File: config.mk
export PLATFORM = sky130hd
export DESIGN_NAME = fir_line_sequencer
export DESIGN_NICKNAME = d
export VERILOG_FILES = /design/src/rtl/fir_line_sequencer.sv
export SDC_FILE = /design/constraint.sdc
export NUM_CORES = 1
export LEC_CHECK = 0
export ABC_AREA = 1
export ABC_CLOCK_PERIOD_IN_PS = 7200
export CAP_MARGIN = 10
export CORE_UTILIZATION = 41
export DETAILED_ROUTE_END_ITERATION = 6
export PLACE_DENSITY = 0.66
export SLEW_MARGIN = 40
export SYNTH_ARGS = -nofsm -noshare
export SYNTH_HDL_FRONTEND = slang
export SYNTH_SLANG_ARGS = --single-unit
File: constraint.sdc
create_clock -name CLOCK_50_I -period 7.2 [get_ports CLOCK_50_I]
set_clock_uncertainty 0.15 [all_clocks]
set_input_delay 1.44 -clock CLOCK_50_I [delete_from_list [all_inputs] [get_ports CLOCK_50_I]]
set_output_delay 1.44 -clock CLOCK_50_I [all_outputs]
set_load 0.05 [all_outputs]
File: src/rtl/fir_line_sequencer.sv
// Line-by-line read/strobe scheduler for the U/V horizontal-upsampling FIR.
// Optional macro FIR_SEQ_HOLD_EN adds hold_next to stall between lines.
module fir_line_sequencer #(
  parameter int          LINE_WIDTH = 320,
  parameter int          NUM_LINES  = 240,
  parameter logic [17:0] U_BASE     = 18'd38400,
  parameter logic [17:0] V_BASE     = 18'd57600,
  parameter int          SRAM_LAT   = 2
) (
  input  logic        CLOCK_50_I,
  input  logic        resetn,
  input  logic        start,
`ifdef FIR_SEQ_HOLD_EN
  input  logic        hold_next,
`endif
  output logic [17:0] sram_address,
  output logic        sram_rd,
  output logic        line_start,
  output logic        line_end,
  output logic        cycle,
  output logic        read_U_0,
  output logic        read_V_0,
  output logic        enable_U,
  output logic        enable_V,
  output logic        load_U_buffer,
  output logic        load_V_buffer,
  output logic        pair_valid,
  output logic [8:0]  line_index,
  output logic        busy,
  output logic        done
);

  localparam logic [15:0] N_C       = 16'(LINE_WIDTH / 2);
  localparam logic [15:0] W_C       = 16'(LINE_WIDTH / 4);
  localparam logic [15:0] LEAD_LAST = 16'(5 + SRAM_LAT);
  localparam logic [8:0]  LAST_LINE = 9'(NUM_LINES - 1);

  typedef enum logic [2:0] {
    S_IDLE, S_LEAD_IN, S_COMMON, S_LINE_END, S_LINE_DONE, S_DONE
  } state_t;

  state_t      state_q, state_d;
  logic [15:0] cnt_q, cnt_d;
  logic [15:0] slot_q, slot_d;
  logic [15:0] word_q, word_d;
  logic [2:0]  phase_q, phase_d;
  logic [8:0]  line_q, line_d;

  // Strobe vector bits: 0 read_U_0, 1 read_V_0, 2 enable_U, 3 enable_V, 4 load_U, 5 load_V
  logic [5:0]  pipe_q [SRAM_LAT];
  logic [5:0]  strobe_q;

  logic        iss_rd, iss_v;
  logic [15:0] iss_word;
  logic [17:0] iss_addr;
  logic [5:0]  iss_tag, slot_tag;
  logic        ls_d, le_d, cyc_d, pv_d, busy_d, done_d;

  assign iss_addr = (iss_v ? V_BASE : U_BASE) + 18'(line_q) * 18'(W_C) + 18'(iss_word);

  // Next-state, read issue and per-cycle control decode
  always_comb begin
    state_d  = state_q;
    cnt_d    = cnt_q;
    slot_d   = slot_q;
    word_d   = word_q;
    phase_d  = phase_q;
    line_d   = line_q;
    iss_rd   = 1'b0;
    iss_v    = 1'b0;
    iss_word = 16'd0;
    iss_tag  = 6'd0;
    slot_tag = 6'd0;
    ls_d     = 1'b0;
    le_d     = 1'b0;
    cyc_d    = 1'b0;
    pv_d     = 1'b0;
    busy_d   = 1'b0;
    done_d   = 1'b0;
    case (state_q)
      S_IDLE: begin
        if (start) begin
          state_d = S_LEAD_IN;
          cnt_d   = 16'd0;
          line_d  = 9'd0;
        end else begin
          state_d = S_IDLE;
        end
      end
      S_LEAD_IN: begin
        ls_d   = 1'b1;
        busy_d = 1'b1;
        // Words 0..2 of each plane, U/V interleaved; tag order matches issue order
        if (cnt_q <= 16'd5) begin
          iss_rd   = 1'b1;
          iss_v    = cnt_q[0];
          iss_word = {1'b0, cnt_q[15:1]};
          iss_tag  = 6'd1 << cnt_q[2:0];
        end else begin
          iss_rd = 1'b0;
        end
        if (cnt_q == LEAD_LAST) begin
          state_d = S_COMMON;
          cnt_d   = 16'd0;
          phase_d = 3'd0;
          slot_d  = 16'd0;
          word_d  = 16'd3;
        end else begin
          cnt_d = cnt_q + 16'd1;
        end
      end
      S_COMMON, S_LINE_END: begin
        busy_d      = 1'b1;
        cyc_d       = slot_q[0];
        le_d        = (state_q == S_LINE_END);
        slot_tag[2] = (phase_q == 3'd0);
        slot_tag[3] = (phase_q == 3'd3);
        pv_d        = (phase_q == 3'd5);
        if ((state_q == S_COMMON) && slot_q[0] && (word_q <= W_C - 16'd1) && (phase_q <= 3'd1)) begin
          iss_rd   = 1'b1;
          iss_v    = phase_q[0];
          iss_word = word_q;
          iss_tag  = phase_q[0] ? 6'b100000 : 6'b010000;
          word_d   = phase_q[0] ? word_q + 16'd1 : word_q;
        end else begin
          iss_rd = 1'b0;
        end
        if (phase_q == 3'd5) begin
          phase_d = 3'd0;
          slot_d  = slot_q + 16'd1;
          if (slot_q == N_C - 16'd1) begin
            state_d = S_LINE_DONE;
          end else if (slot_q == N_C - 16'd5) begin
            state_d = S_LINE_END;
          end else begin
            state_d = state_q;
          end
        end else begin
          phase_d = phase_q + 3'd1;
        end
      end
      S_LINE_DONE: begin
        busy_d = 1'b1;
`ifdef FIR_SEQ_HOLD_EN
        if (hold_next) begin
          state_d = S_LINE_DONE;
        end else
`endif
        if (line_q == LAST_LINE) begin
          state_d = S_DONE;
        end else begin
          line_d  = line_q + 9'd1;
          cnt_d   = 16'd0;
          state_d = S_LEAD_IN;
        end
      end
      S_DONE: begin
        done_d  = 1'b1;
        state_d = S_IDLE;
      end
      default: begin
        state_d = S_IDLE;
      end
    endcase
  end

  // Sequencer state and counters
  always_ff @(posedge CLOCK_50_I or negedge resetn) begin
    if (!resetn) begin
      state_q <= S_IDLE;
      cnt_q   <= 16'd0;
      slot_q  <= 16'd0;
      word_q  <= 16'd0;
      phase_q <= 3'd0;
      line_q  <= 9'd0;
    end else begin
      state_q <= state_d;
      cnt_q   <= cnt_d;
      slot_q  <= slot_d;
      word_q  <= word_d;
      phase_q <= phase_d;
      line_q  <= line_d;
    end
  end

  // Registered outputs; tags ride the latency pipe so strobes meet returning data
  always_ff @(posedge CLOCK_50_I or negedge resetn) begin
    if (!resetn) begin
      for (int i = 0; i < SRAM_LAT; i++) pipe_q[i] <= 6'd0;
      strobe_q     <= 6'd0;
      sram_address <= 18'd0;
      sram_rd      <= 1'b0;
      line_start   <= 1'b0;
      line_end     <= 1'b0;
      cycle        <= 1'b0;
      pair_valid   <= 1'b0;
      line_index   <= 9'd0;
      busy         <= 1'b0;
      done         <= 1'b0;
    end else begin
      pipe_q[0] <= iss_tag;
      for (int i = 1; i < SRAM_LAT; i++) pipe_q[i] <= pipe_q[i-1];
      strobe_q <= pipe_q[SRAM_LAT-1] | slot_tag;
      if (iss_rd) begin
        sram_address <= iss_addr;
      end else begin
        sram_address <= sram_address;
      end
      sram_rd    <= iss_rd;
      line_start <= ls_d;
      line_end   <= le_d;
      cycle      <= cyc_d;
      pair_valid <= pv_d;
      line_index <= line_q;
      busy       <= busy_d;
      done       <= done_d;
    end
  end

  assign read_U_0      = strobe_q[0];
  assign read_V_0      = strobe_q[1];
  assign enable_U      = strobe_q[2];
  assign enable_V      = strobe_q[3];
  assign load_U_buffer = strobe_q[4];
  assign load_V_buffer = strobe_q[5];

endmodule
==> results.cfg <==
[global_route]
antenna_found_initial = 0
use_met2_pct = 31.3
grt_pass1_vias = 5474
gr-usage-met3_pct = 4.77
grt_util_met1_pct = 23.6
grt_first_pass_wirelength_um = 25800
grt_overflow = 0
track_usage_pct = 18.6
busiest_layer = met2
grt_max_degree = 69

[setup_path]
ff2ff_path_depth = 18
crit_fanout = 21
reg2reg_setup_slack_ns = 3.28
worstSetupPathType = flop to flop
cp-start-kind = flop
required_ns = 7.36
crit_arrival_ns = 4.08
reg2reg_from = state_q[1]
end_kind = flop
r2r-end = sram_address[14]

[sta]
period_needed_ns = 3.92
rsz0062_at_grt = false
timing.fmax_mhz = 255
finalCritPeriodShare_pct = 54.5
fin_ws_ns = 3.28
hold_viol = 0
max_slew_margin_pct = 59.7
tightest_slew_ns = 0.605
setup_violations = 0
hold_ws_ns = 0.195
slew_violations = 0
fin_setup_tns_ns = 0

[route]
firstDrtPassIters = 7
drc = 0
drt-total-wl_um = 14800
drtIter0Drc = 318
via_count = 5673
wl_per_cell_um = 12.6
ant_nets = 0
vias_per_cell = 4.81

[final_layout]
nets = 998
post-route-util_pct = 49.0
synthToLayoutAreaGrowth_pct = 16.6
fillers = 1644
num_antenna_cells = 0
layout-drive-gt1-share_pct = 7.50

[min_path]
hold_path_end = pipe_q[5]
holdPathStages = 0
hp-start = pipe_q[11]
min_path_type = flop to flop

[pwr]
p_per_area_nw_per_um2 = 183
irDropWorstVdd_mv = 0.153
leakage_nw = 3.96

[place]
finalWeightedCongestion = 0.873
pre_cts_slack_ns = 3.27
numPortBuffers = 42
dp_hpwl_um = 11000

[floorplanning]
pin_count = 43
start_util_pct = 42.0
coreArea_um2 = 16500
die_w_um = 132
die_h_um = 132
row_count = 47
die_area_um2 = 17400

[cts]
holdBufCountCts = 0
worstSkewPairLatency_ns = 0.42
ctsResizeCount = 0
h-tree-depth = 4
cts.reportedPaths.clkPinSlew_ns = 0.06
root_buffer = clkbuf_16
cts_made_buffers = 17
cts.sinks = 115
ctsLongestPathBuffers = 2
postCtsSetupBuffers = 0
cts_tree = yes

[synth]
netlist_area_um2 = 6940
yosysWarnings = 0
ys_seq_elements = 115
synth_cell_types = 43
synthCells = 891
ys_seq_area_share_pct = 41.5
avgSynthCellArea_um2 = 7.79

[run]
drv_cap = 0

[status]
status = finished clean
[synth_stat cells]
library cell    n  area [um2]
nand2_1       235         882
inv_1         119         447
dfrtp_1       115        2880
nor2_1        103         387
nand3_1        86         430
ha_1           40         500
a21oi_1        21         105
o21ai_0        19        95.1
o21ai_1        18        90.1
nand4_1        17         106
xor2_1         16         140
nor3_1         12        60.1
xnor2_1         9        78.8
fa_1            8         160
nand2_2         6        37.5
nor2_2          6        37.5
buf_2           5        25.0
buf_6           5        56.3
inv_2           5        18.8
a31o_2          4        35.0
buf_4           4        30.0
nand3b_1        4        30.0
nand2_4         3        33.8
o22ai_1         3        18.8
a21boi_1        2        15.0
conb_1          2        7.51
nand3_2         2        20.0
nand3_4         2        35.0
nand4_2         2        25.0
nor2_4          2        22.5
nor3b_1         2        15.0
nor4_1          2        12.5
o21bai_1        2        15.0
a21o_1          1        7.51
a21oi_4         1        16.3
a22oi_1         1        7.51
a31oi_1         1        6.26
clkbuf_1        1        3.75
clkinv_2        1        5.00
nor3_2          1        10.0
nor3_4          1        16.3
o211ai_1        1        7.51
or2_2           1        6.26
[critical path, stage by stage (launching register included)]
cell and delay, ns:
dfrtp_1 0.37, inv_2 0.07, nor2_2 0.07, buf_4 0.26, inv_2 0.20, nor2_4 0.17
nand4_2 0.17, o21ai_1 0.37, inv_1 0.26, fa_1 0.59, inv_1 0.04, ha_1 0.35
nand2_1 0.11, nor2_1 0.17, nand3_1 0.14, nand3_1 0.12, nand2_1 0.06, nand3_1 0.08
nand2_1 0.05
[layout by cell type (no fill, tap or decap), drive strengths merged, types with 18 or more instances in the layout]
cell	n
clkbuf	18
nand2	244
nor2	111
inv	124
nand4	19
ha	40
nand3	90
dfrtp	115
o21ai	37
clkdlybuf4s50	41
a21oi	22
[how the worst max path moves through the flow]
stage / start / end / slack [ns] / cells past startpoint
6_report: state_q[1] / sram_address[14] / 3.28 / 18
2_1_floorplan: cnt_q[0] / sram_address[17] / 3.79 / 18
3_3_place_gp: state_q[2] / sram_address[17] / 3.39 / 18
3_5_place_dp: state_q[2] / sram_address[14] / 3.27 / 17
4_1_cts: state_q[2] / sram_address[14] / 3.22 / 17
5_1_grt: state_q[2] / sram_address[17] / 2.91 / 18
[logic make-up (layout without fill, tap and decap cells)]
group	count (synthesis)	after routing	synth area share, %
compound gates	74	74	6.04
xor+xnor	25	25	3.16
fa+ha+maj	48	48	9.52
buf+inv	140	202	8.44
flops	115	115	41.5
other cells	2	9	0.108
simple gates	487	487	31.2
[cell type report]
cell class / instances / area [um2] / share of cell area, %
multi-input cells: 643 / 3500 / 43.3
flip-flops and latches: 115 / 2880 / 35.6
inverters: 125 / 470 / 5.82
repair buffers: 45 / 444 / 5.49
clock buffers: 18 / 429 / 5.31
well taps: 220 / 275 / 3.40
clock inverters: 14 / 92.6 / 1.14
[through the flow]
stage          power (mW)  area [um2]  std cells
2_1_floorplan       0.718        6960        898
4_1_cts              1.49        8090       1180
6_report             1.48        8090       1180
3_5_place_dp        0.753        7570       1148
3_3_place_gp        0.753        7560       1148
5_1_grt              1.54        8090       1180
[where the power goes]
group | total (mW) | internal (mW) | switching [mW]
clock network | 0.738 | 0.434 | 0.305
logic | 0.0833 | 0.0249 | 0.0584
registers | 0.657 | 0.653 | 0.00365
[flip-flops by register name, indices dropped and copies added (netlist names), 3 cells and up]
register,flops
strobe_q,6
pipe_q,12
state_q,3
cnt_q,16
slot_q,16
line_index,9
phase_q,3
word_q,16
sram_address,18
line_q,9
[routing by layer]
metal / part of all wire (%) / up-vias / wire, um
met4: 1.2 / 0 / 171
met1: 46 / 2623 / 6890
met5: 0 / - / 0
met3: 3.0 / 16 / 442
met2: 49 / 89 / 7330
li1: - / 2945 / -
No activity file was read; power rests on OpenSTA's default activity.
